==> src/rtl/alu_unit.sv <==
// -----------------------------------------------------------------------------
// alu_unit -- single-cycle registered integer ALU (RV32I-style operations)
//
// Purpose:
//   Computes one operation from A, B and PC combinationally and registers the
//   value into result on every rising clk edge (latency exactly one cycle,
//   no handshake). zero is registered on the same edge and equals
//   (result == 0), so the two outputs can never disagree.
//
// Configuration:
//   ALU_SHIFT_EN -- when defined, opcodes 0101/0110/0111 perform SLL/SRL/SRA
//                   using B[4:0]. When undefined these opcodes yield 0 and no
//                   shifter is built. Other opcodes are unaffected.
//
// Ports:
//   clk          in   1     clock, rising edge
//   rst_n        in   1     asynchronous active-low reset (result=0, zero=1)
//   A            in   XLEN  operand 1 (rs1)
//   B            in   XLEN  operand 2 (rs2 or immediate)
//   ALU_control  in   4     operation select
//   PC           in   XLEN  program counter of the current instruction
//   result       out  XLEN  registered result
//   zero         out  1     registered flag, 1 when result is all zeros
// -----------------------------------------------------------------------------
module alu_unit #(
  parameter int XLEN = 32
) (
  input  logic            clk,
  input  logic            rst_n,
  input  logic [XLEN-1:0] A,
  input  logic [XLEN-1:0] B,
  input  logic [3:0]      ALU_control,
  input  logic [XLEN-1:0] PC,
  output logic [XLEN-1:0] result,
  output logic            zero
);

  localparam logic [3:0] OP_ADD   = 4'b0000;
  localparam logic [3:0] OP_SUB   = 4'b0001;
  localparam logic [3:0] OP_AND   = 4'b0010;
  localparam logic [3:0] OP_OR    = 4'b0011;
  localparam logic [3:0] OP_XOR   = 4'b0100;
  localparam logic [3:0] OP_SLL   = 4'b0101;
  localparam logic [3:0] OP_SRL   = 4'b0110;
  localparam logic [3:0] OP_SRA   = 4'b0111;
  localparam logic [3:0] OP_SLT   = 4'b1000;
  localparam logic [3:0] OP_SLTU  = 4'b1001;
  localparam logic [3:0] OP_LUI   = 4'b1010;
  localparam logic [3:0] OP_AUIPC = 4'b1011;
  localparam logic [3:0] OP_JAL   = 4'b1100;
  localparam logic [3:0] OP_JALR  = 4'b1101;

  logic [XLEN-1:0] sum;
  logic [XLEN-1:0] result_next;

  // A+B is shared by ADD and JALR; carries out of the top bit are dropped.
  assign sum = A + B;

`ifdef ALU_SHIFT_EN
  logic [4:0] shamt;
  // Only the low five bits of B select the shift distance.
  assign shamt = B[4:0];
`endif

  always_comb begin
    result_next = '0;
    unique case (ALU_control)
      OP_ADD:   result_next = sum;
      OP_SUB:   result_next = A - B;
      OP_AND:   result_next = A & B;
      OP_OR:    result_next = A | B;
      OP_XOR:   result_next = A ^ B;
`ifdef ALU_SHIFT_EN
      OP_SLL:   result_next = A << shamt;
      OP_SRL:   result_next = A >> shamt;
      OP_SRA:   result_next = $unsigned($signed(A) >>> shamt);
`else
      OP_SLL, OP_SRL, OP_SRA: result_next = '0;
`endif
      OP_SLT:   result_next = {{(XLEN-1){1'b0}}, ($signed(A) < $signed(B))};
      OP_SLTU:  result_next = {{(XLEN-1){1'b0}}, (A < B)};
      OP_LUI:   result_next = B;
      OP_AUIPC: result_next = PC + B;
      OP_JAL:   result_next = PC + XLEN'(4);
      // Jump target: bit 0 is forced low.
      OP_JALR:  result_next = {sum[XLEN-1:1], 1'b0};
      default:  result_next = '0;
    endcase
  end

  always_ff @(posedge clk or negedge rst_n) begin
    if (!rst_n) begin
      result <= '0;
      zero   <= 1'b1;
    end else begin
      result <= result_next;
      zero   <= (result_next == '0);
    end
  end

endmodule

==> config.mk <==
export PLATFORM = sky130hd
export DESIGN_NAME = alu_unit
export DESIGN_NICKNAME = d
export VERILOG_FILES = /design/src/rtl/alu_unit.sv
export SDC_FILE = /design/constraint.sdc
export NUM_CORES = 1
export LEC_CHECK = 0
export CAP_MARGIN = 25
export CORE_ASPECT_RATIO = 0.6
export CORE_UTILIZATION = 30
export CTS_BUF_LIST = sky130_fd_sc_hd__clkbuf_8
export CTS_CLUSTER_SIZE = 24
export DETAILED_ROUTE_END_ITERATION = 6
export GPL_TIMING_DRIVEN = 0
export PLACE_DENSITY_LB_ADDON = 0.25
export SLEW_MARGIN = 20
export SYNTH_ARGS = -nofsm -noshare
export SYNTH_HDL_FRONTEND = slang
export SYNTH_SLANG_ARGS = --single-unit
==> constraint.sdc <==
create_clock -name clk -period 0.8 [get_ports clk]
set_input_delay 0.12 -clock clk [delete_from_list [all_inputs] [get_ports clk]]
set_output_delay 0.12 -clock clk [all_outputs]
set_load 0.01 [all_outputs]
==> impl_results.md, run 1 <==
* CP Class: in2reg
* Top delay family on crit path: simple AND/OR/NAND/NOR gates
* Max Slew Vio Count at 0
* CP peak stage delay at 580 ps
* Final Power at 0.0151 W
* Vias in the first global route at 12028
* Post-synthesis cell type count at 81
* Worst path required time at 1000 ps
* Worst path bufs/invs at 2
* Die Area at 32500 sq um
* Pre-CTS setup slack at -4240 ps
* Sum Neg Setup Slack at -58650 ps
* Vias at 12825
* Worst hold path class: in2async
* Grt total ovfl at 0
* First-pass GRT wire length at 80300 um
* Drt via density at 6.26
* Status: complete, but fails checks
* Fin crit share at 446%
* Register area at 827 sq um
* Avg WL per Cell at 27.6 um
* Port-buffer cells at 133
* Cells after Synth at 1359
* Die Wd at 232 um
* CTS clk-pin slew, worst paths at 60 ps
* Synth Cell Area at 9530 sq um
* CP max stage cell: or4_4
* CTS tree: built
* Max-cap viol count at 0
* Initial core utilization at 30.5%
* Worst slew margin at 45.5%
* H-tree depth at 2
* Die Y at 140 um
* CP most frequent cell: or4_4
* Clock buffer depth at 2
* # IOs at 135
* Crit. End Element: register
* Hold WS at -126 ps
* Slew at the pin with the worst max-slew slack at 810 ps
* Final worst path period need at 3570 ps
* Final ANT Viol Nets at 0
* Leakage at 6.21 nW
* GR Util All Layers at 33.4%
* DR pass1 iterations at 6
* Final Wtd Congestion at 1.05
* Failing checks: negative hold slack, negative setup slack
* Synth Net Count at 1592
* CP Cell Sequence: buf_12, inv_6, ha_4, nor2b_4, or4_4, o31ai_4, o21ai_2, a211oi_4, mux2_4, or4_4, a211o_1, or4_4, nor4_4
* Worst setup SP type: primary input
* Peak supply drop at 0.000584 V
* Fillcell total at 3028
* Antenna violations before repair at 1
* Final HPWL DP at 43000 um
* Post-synth top flop: dfrtp_1
* Avg Cell Area, Syn at 7.01 sq um
* Drt total wl at 56500 um
* Critical Path AT at 3760 ps
* RSZ-0062 raised after global routing: true
* Iteration-0 DRC Markers at 1519
* Layout cells sized above 1 at 38.7%
* Fmax at 280 MHz
* Clk sinks at 33
* Nets@finish at 1861
* Crit-path max FO at 4
* Core Rows at 50
* P per Cell Area at 989 nW/um^2
* Sequential area share after synthesis at 8.68%
* Root Buffer: clkbuf_8
* Yosys Warn Count at 0
* Multi-input logic area at 10200 sq um
* # DRC at 0
* Core box area at 31200 sq um
* Setup violations, final at 66
* Largest net degree at the start of global routing at 34
* Final hold vios at 32
* CTS buffer count at 5
* PnR worst setup slack at -2770 ps
* Post-synthesis async set-or-reset flop share at 100%
* FF+latch count, synth at 33
* Number of synthesized flops with an enable pin at 0
* Syn-to-layout area delta at 59.9%
-- logic make-up after synthesis --
| group | Yosys count | synth area share [%] |
|---|---|---|
| xor gates and xnor gates | 62 | 5.70 |
| buffers and inverters | 178 | 7.32 |
| DFF | 33 | 8.68 |
| and+or+nand+nor | 476 | 25.4 |
| adders and majority gates | 131 | 17.4 |
| muxes | 18 | 1.97 |
| AOI/OAI and AO/OA | 461 | 33.5 |
-- stage by stage --
stage          hold WS [ps]  instance area, sq um  std cells  utilization [%]
2_1_floorplan          -176                 10200       1359                -
3_3_place_gp            778                 12100       1908             38.7
3_5_place_dp            196                 12100       1910             38.8
4_1_cts                -109                 14500       2011             46.5
5_1_grt               -66.6                 15200       2045             48.8
6_report               -126                 15200       2048             48.8
-- where the power goes --
part	switching [W]	internal, W	leakage, nW
clock network	0.000566	0.000589	0.0491
logic	0.00697	0.00494	5.75
registers	0.0000861	0.00193	0.413
total	0.00763	0.00745	6.21
-- metal layers --
metal	GRT usage [%]	part of all wire, %	wire length, um
met1	50.2	45	25200
met2	42.6	36	20600
met3	15.0	17	9670
met4	5.68	1.7	937
met5	0	0.18	104
-- cells in the final DEF (no fill, tap or decap), types with 13 or more instances in the layout --
cell             count
nor2_1             111
buf_4              105
nand2_1             91
ha_1                80
inv_1               68
a21oi_1             65
buf_6               56
o21ai_0             49
buf_2               42
ha_4                36
xnor2_1             32
dfrtp_1             32
nand3_1             31
clkbuf_8            30
nor3_1              30
nand4_1             30
a21oi_2             27
xor2_1              26
clkdlybuf4s50_1     25
a21o_1              22
o211ai_1            21
clkbuf_2            20
nand2b_1            19
inv_2               18
a221oi_1            17
nor4_1              17
nor2b_1             16
a21oi_4             15
dlygate4sd2_1       15
o21ai_2             14
a221o_1             14
clkdlybuf4s15_2     13
-- cells in the mapped netlist (23+ instances only) --
library cell	number	area share, %
a21o_1	23	1.8
a21oi_1	107	5.6
a221oi_1	25	2.3
clkbuf_1	62	2.4
dfrtp_1	32	8.4
ha_1	128	17
inv_1	100	3.9
nand2_1	105	4.1
nand3_1	41	2.2
nand4_1	30	2.0
nor2_1	122	4.8
nor2b_1	23	1.5
nor3_1	36	1.9
nor4_1	25	1.6
o21ai_0	78	4.1
xnor2_1	34	3.1
xor2_1	28	2.6
-- state kept, by name, indices dropped and copies added (netlist names) --
signal and cells:
zero 1, result 32
-- how the worst max path moves through the flow --
stage / startpoint / end / slack, ps / depth (start not counted)
floorplan: A[10] / zero$_DFF_PN1_ / -2720 / 14
global placement: PC[4] / zero$_DFF_PN1_ / -4290 / 12
detailed placement: PC[4] / zero$_DFF_PN1_ / -4240 / 12
CTS: B[1] / zero$_DFF_PN1_ / -2750 / 15
global route: B[14] / zero$_DFF_PN1_ / -2840 / 14
finish: B[12] / zero$_DFF_PN1_ / -2770 / 13
-- timing repair --
action | CTS | global route
setup buffers | 104 | 38
gates resized for setup | 804 | 121
endpoints found under the setup margin | 66 | 66
cloned | 2 | 1
pin swaps | 104 | 62
hold endpoints to repair | 32 | 32
-- final cells by class --
cell class	count	share of cell area [%]
Sequential cell	33	5.43
Antenna cell	3	0.0493
Timing Repair Buffer	274	16.1
Tap cell	416	3.41
Buffer	66	4.83
Clock inverter	3	0.0903
Inverter	100	3.00
Multi-Input combinational cell	1148	66.6
Clock buffer	5	0.451
No activity file was read; power rests on OpenSTA's default activity.
==> run 2, diff against run 1 <==
DONT_BUFFER_PORTS = 1   (was not set)
==> impl_results.md, run 2 (synthesis results as in run 1) <==
* Slew at the pin with the worst max-slew slack at 1170 ps
* Worst path required time at 1000 ps
* Vias at 12247
* Initial core utilization at 30.5%
* Flop pwr share at 15.9%
* Grt total ovfl at 0
* Crit. End Element: register
* Final ANT Viol Nets at 0
* Fmax at 299 MHz
* Sw Share at 50.6%
* First-pass GRT wire length at 76700 um
* Core box area at 31200 sq um
* Largest net degree at the start of global routing at 34
* Port-buffer cells at 0
* Largest Register: result
* Commonest non-fill, non-tap cell in the layout: nor2_1
* P_int at 0.00675 W
* Critical Path AT at 3550 ps
* Clock buffer depth at 2
* Final HPWL DP at 43800 um
* CP peak stage delay at 550 ps
* CTS clk-pin slew, worst paths at 90 ps
* CP most frequent cell: or4_4
* CTS buffer count at 5
* Placed instance count at 1777
* Clk sinks at 33
* Hold WS at -496 ps
* Post-DP Area at 10800 sq um
* Final worst path period need at 3340 ps
* Post-layout util at 42.3%
* Status: complete, but fails checks
* Core Rows at 50
* RSZ-0062 raised after global routing: true
* Drt via density at 6.51
* Max-cap viol count at 0
* Fin crit share at 418%
* GR Util All Layers at 32.3%
* Vias in the first global route at 10929
* H-tree depth at 2
* Worst hold path class: in2async
* DR pass1 iterations at 7
* CP Class: in2reg
* Peak supply drop at 0.000794 V
* Root Buffer: clkbuf_8
* CP Cell Sequence: inv_12, ha_4, nor2b_4, or4_4, o211a_1, o31ai_4, o21ai_2, a211oi_4, mux2_4, or4_1, a211o_1, or4_4, nor4_4
* Clock group share of total power at 11.8%
* Die Wd at 232 um
* Avg WL per Cell at 29.3 um
* # IOs at 135
* PnR worst setup slack at -2540 ps
* Fin area at 13200 sq um
* Combinational power share at 72.2%
* Worst path bufs/invs at 1
* Die Y at 140 um
* Final hold vios at 33
* Iteration-0 DRC Markers at 1568
* Top flop regs: result: 32 flops, zero: 1 flops
* Most frequent cells in the layout: nor2_1 (112), ha_1 (95), nand2_1 (94), buf_4 (84), inv_1 (79)
* Switching power at 0.00691 W
* # DRC at 0
* CTS tree: built
* Drt total wl at 55200 um
* Final Power at 0.0137 W
* Nets@finish at 1697
* Failing checks: negative hold slack, negative setup slack
* Setup violations, final at 66
* P per Cell Area at 1030 nW/um^2
* Worst setup SP type: primary input
* Syn-to-layout area delta at 38.6%
* Crit-path max FO at 4
* Leakage at 5.26 nW
* Worst slew margin at 21.1%
* Layout cells sized above 1 at 31.1%
* Final std cells w/o fill at 1882
* Final Wtd Congestion at 1.03
* Die Area at 32500 sq um
* Antenna violations before repair at 2
* Max reg flops at 32
* Top delay family on crit path: simple AND/OR/NAND/NOR gates
* CP max stage cell: or4_4
* Max Slew Vio Count at 0
run 2: cell types whose count changed in the layout (fill, tap and decap cells not counted), moves of 15 or more:
cell / change
buf_4: -21
dlygate4sd2_1: -15
clkdlybuf4s50_1: -25
ha_1: +15
buf_2: -39
buf_6: -28
run 2: through the flow:
step | setup WS, ps | TNS (ps)
6_report | -2540 | -47330
4_1_cts | -2580 | -45030
5_1_grt | -2620 | -48910
3_5_place_dp | -3480 | -74290
3_3_place_gp | -3610 | -75510
2_1_floorplan | -2720 | -41720
run 2: area by class of cell:
class | instances | area [sq um]
Clock inverter | 3 | 46.3
Fill cell | 3144 | 18000
Sequential cell | 33 | 827
Buffer | 68 | 587
Inverter | 100 | 457
Antenna cell | 1 | 2.50
Tap cell | 416 | 520
Multi-Input combinational cell | 1148 | 9760
Timing Repair Buffer | 108 | 938
Clock buffer | 5 | 68.8
run 2: worst max-delay path by stage:
stage	cells past startpoint	to	startpoint	slack [ps]
floorplan	14	zero$_DFF_PN1_	A[10]	-2720
global placement	13	zero$_DFF_PN1_	ALU_control[1]	-3610
detailed placement	12	zero$_DFF_PN1_	B[1]	-3480
CTS	13	zero$_DFF_PN1_	B[12]	-2580
global route	13	zero$_DFF_PN1_	B[9]	-2620
finish	13	zero$_DFF_PN1_	B[12]	-2540
run 2: timing repair:
action                                  CTS  global route
pin swaps                                84            53
cloned                                    0             0
endpoints found under the setup margin   66            66
hold endpoints to repair                 33            33
buffers inserted                         78            32
gates resized for setup                 265            90
run 2: routing by layer:
metal / part of all wire, % / track usage (%) / routed length [um] / up-vias
met2: 35 / 39.3 / 19600 / 887
met5: 0 / 0 / 0 / -
met1: 45 / 48.6 / 24800 / 6002
li1: - / - / - / 5301
met4: 1.2 / 2.77 / 640 / 0
met3: 18 / 18.3 / 10100 / 57
run 2: power by group through the flow:
stage	combinational, W	clock, W	sequential (W)
finish	0.00986	0.00161	0.00218
CTS	0.00867	0.00164	0.00219
floorplan	0.00495	0	0.00217
detailed placement	0.00716	0	0.00222
global placement	0.00716	0	0.00220
global route	0.0102	0.00168	0.00220
==> run 3, diff against run 2 <==
SETUP_SLACK_MARGIN = 0.2   (was not set)
==> impl_results.md, run 3 (synthesis results as in run 1) <==
* Critical Path AT at 3590 ps
* Leakage at 5.37 nW
* Layout cells sized above 1 at 31.4%
* Sw Share at 50.5%
* First-pass GRT wire length at 77700 um
* Worst hold path class: in2async
* Slew at the pin with the worst max-slew slack at 1090 ps
* CP Class: in2reg
* PnR worst setup slack at -2580 ps
* Commonest non-fill, non-tap cell in the layout: nor2_1
* Flop pwr share at 15.8%
* Max reg flops at 32
* Syn-to-layout area delta at 40.2%
* Top flop regs: result: 32 flops, zero: 1 flops
* Largest net degree at the start of global routing at 34
* CTS clk-pin slew, worst paths at 80 ps
* Die Y at 140 um
* Iteration-0 DRC Markers at 1641
* Failing checks: negative hold slack, negative setup slack
* Worst setup SP type: primary input
* Nets@finish at 1712
* GR Util All Layers at 32.8%
* Root Buffer: clkbuf_8
* # DRC at 0
* Vias in the first global route at 11177
* Core Rows at 50
* Hold WS at -498 ps
* CTS tree: built
* Crit-path max FO at 5
* P_int at 0.00682 W
* Crit. End Element: register
* Sum Neg Setup Slack at -48450 ps
* Setup violations, final at 66
* Port-buffer cells at 0
* Peak supply drop at 0.000785 V
* Die Wd at 232 um
* Initial core utilization at 30.5%
* Final ANT Viol Nets at 0
* Worst slew margin at 26.4%
* Status: complete, but fails checks
* Max Slew Vio Count at 0
* H-tree depth at 2
* Grt total ovfl at 0
* Max-cap viol count at 0
* # IOs at 135
* Clk sinks at 33
* RSZ-0062 raised after global routing: true
* Fin crit share at 422%
* CTS buffer count at 5
* P per Cell Area at 1030 nW/um^2
* Drt via density at 6.47
* Final HPWL DP at 43800 um
* Final hold vios at 33
* Fmax at 296 MHz
* Final Wtd Congestion at 1.03
* Combinational power share at 72.4%
* Vias at 12270
* Worst path required time at 1010 ps
* Clock group share of total power at 11.8%
* Largest Register: result
* Core box area at 31200 sq um
* Most frequent cells in the layout: nor2_1 (112), ha_1 (97), nand2_1 (93), buf_4 (80), inv_1 (78)
* Final worst path period need at 3380 ps
* Clock buffer depth at 2
* Switching power at 0.00695 W
* Avg WL per Cell at 29.3 um
* Die Area at 32500 sq um
* DR pass1 iterations at 5
* Drt total wl at 55500 um
* Antenna violations before repair at 2
[run 3: repair_timing]
item | CTS | global route
gates resized for setup | 286 | 91
pin swaps | 89 | 41
endpoints found under the hold margin | 33 | 33
endpoints found under the setup margin | 66 | 66
gates cloned | 0 | 0
buffers inserted | 99 | 12
[run 3: critical path, cell delays in order]
cell,delay (ps)
ha_4,240
a21o_1,210
a21oi_4,310
a211oi_1,200
o31ai_2,390
o21a_1,270
o311ai_4,150
o22ai_1,570
mux2i_1,160
a211o_1,360
or4_4,450
nor4_4,130
[run 3: path summary, 6_finish.rpt]
check	from	endpoint	slack, ps
setup / recovery	B[3]	zero$_DFF_PN1_	-2580
hold / removal	rst_n	result[22]$_DFF_PN0_	-500
max in group asynchronous	rst_n	zero$_DFF_PN1_	1120
min in group clk	B[3]	result[3]$_DFF_PN0_	40
[run 3: layout make-up]
type | count | area, sq um
Buffer | 78 | 679
Clock buffer | 5 | 68.8
Fill cell | 3150 | 17900
Multi-Input combinational cell | 1148 | 9750
Timing Repair Buffer | 113 | 1030
Clock inverter | 3 | 46.3
Antenna cell | 1 | 2.50
Sequential cell | 33 | 827
Inverter | 100 | 447
Tap cell | 416 | 520
[run 3: stage by stage]
| step | setup WS [ps] | utilization [%] | cells | cell area [sq um] | power [W] |
|---|---|---|---|---|---|
| floorplan | -2720 | - | 1359 | 10200 | 0.00711 |
| CTS | -2600 | 41.3 | 1884 | 12900 | 0.0128 |
| detailed placement | -3480 | 34.5 | 1777 | 10800 | 0.00938 |
| global route | -2640 | 42.8 | 1897 | 13400 | 0.0142 |
| finish | -2580 | 42.8 | 1897 | 13400 | 0.0138 |
| global placement | -3610 | 34.5 | 1775 | 10800 | 0.00936 |
[run 3: power groups by stage]
| stage | sequential [W] | clock, W | combinational (W) |
|---|---|---|---|
| 3_5_place_dp | 0.00222 | 0 | 0.00716 |
| 4_1_cts | 0.00219 | 0.00164 | 0.00895 |
| 5_1_grt | 0.00220 | 0.00168 | 0.0103 |
| 3_3_place_gp | 0.00220 | 0 | 0.00716 |
| 6_report | 0.00218 | 0.00162 | 0.00997 |
| 2_1_floorplan | 0.00217 | 0 | 0.00495 |
[run 3: metal layers]
metal  up-vias  track usage [%]  routed length, um
li1       5345                -                  -
met1      5958             49.1              24700
met2       903             40.0              19700
met3        64             18.3              10500
met4         0             3.39                608
met5         -                0                  0
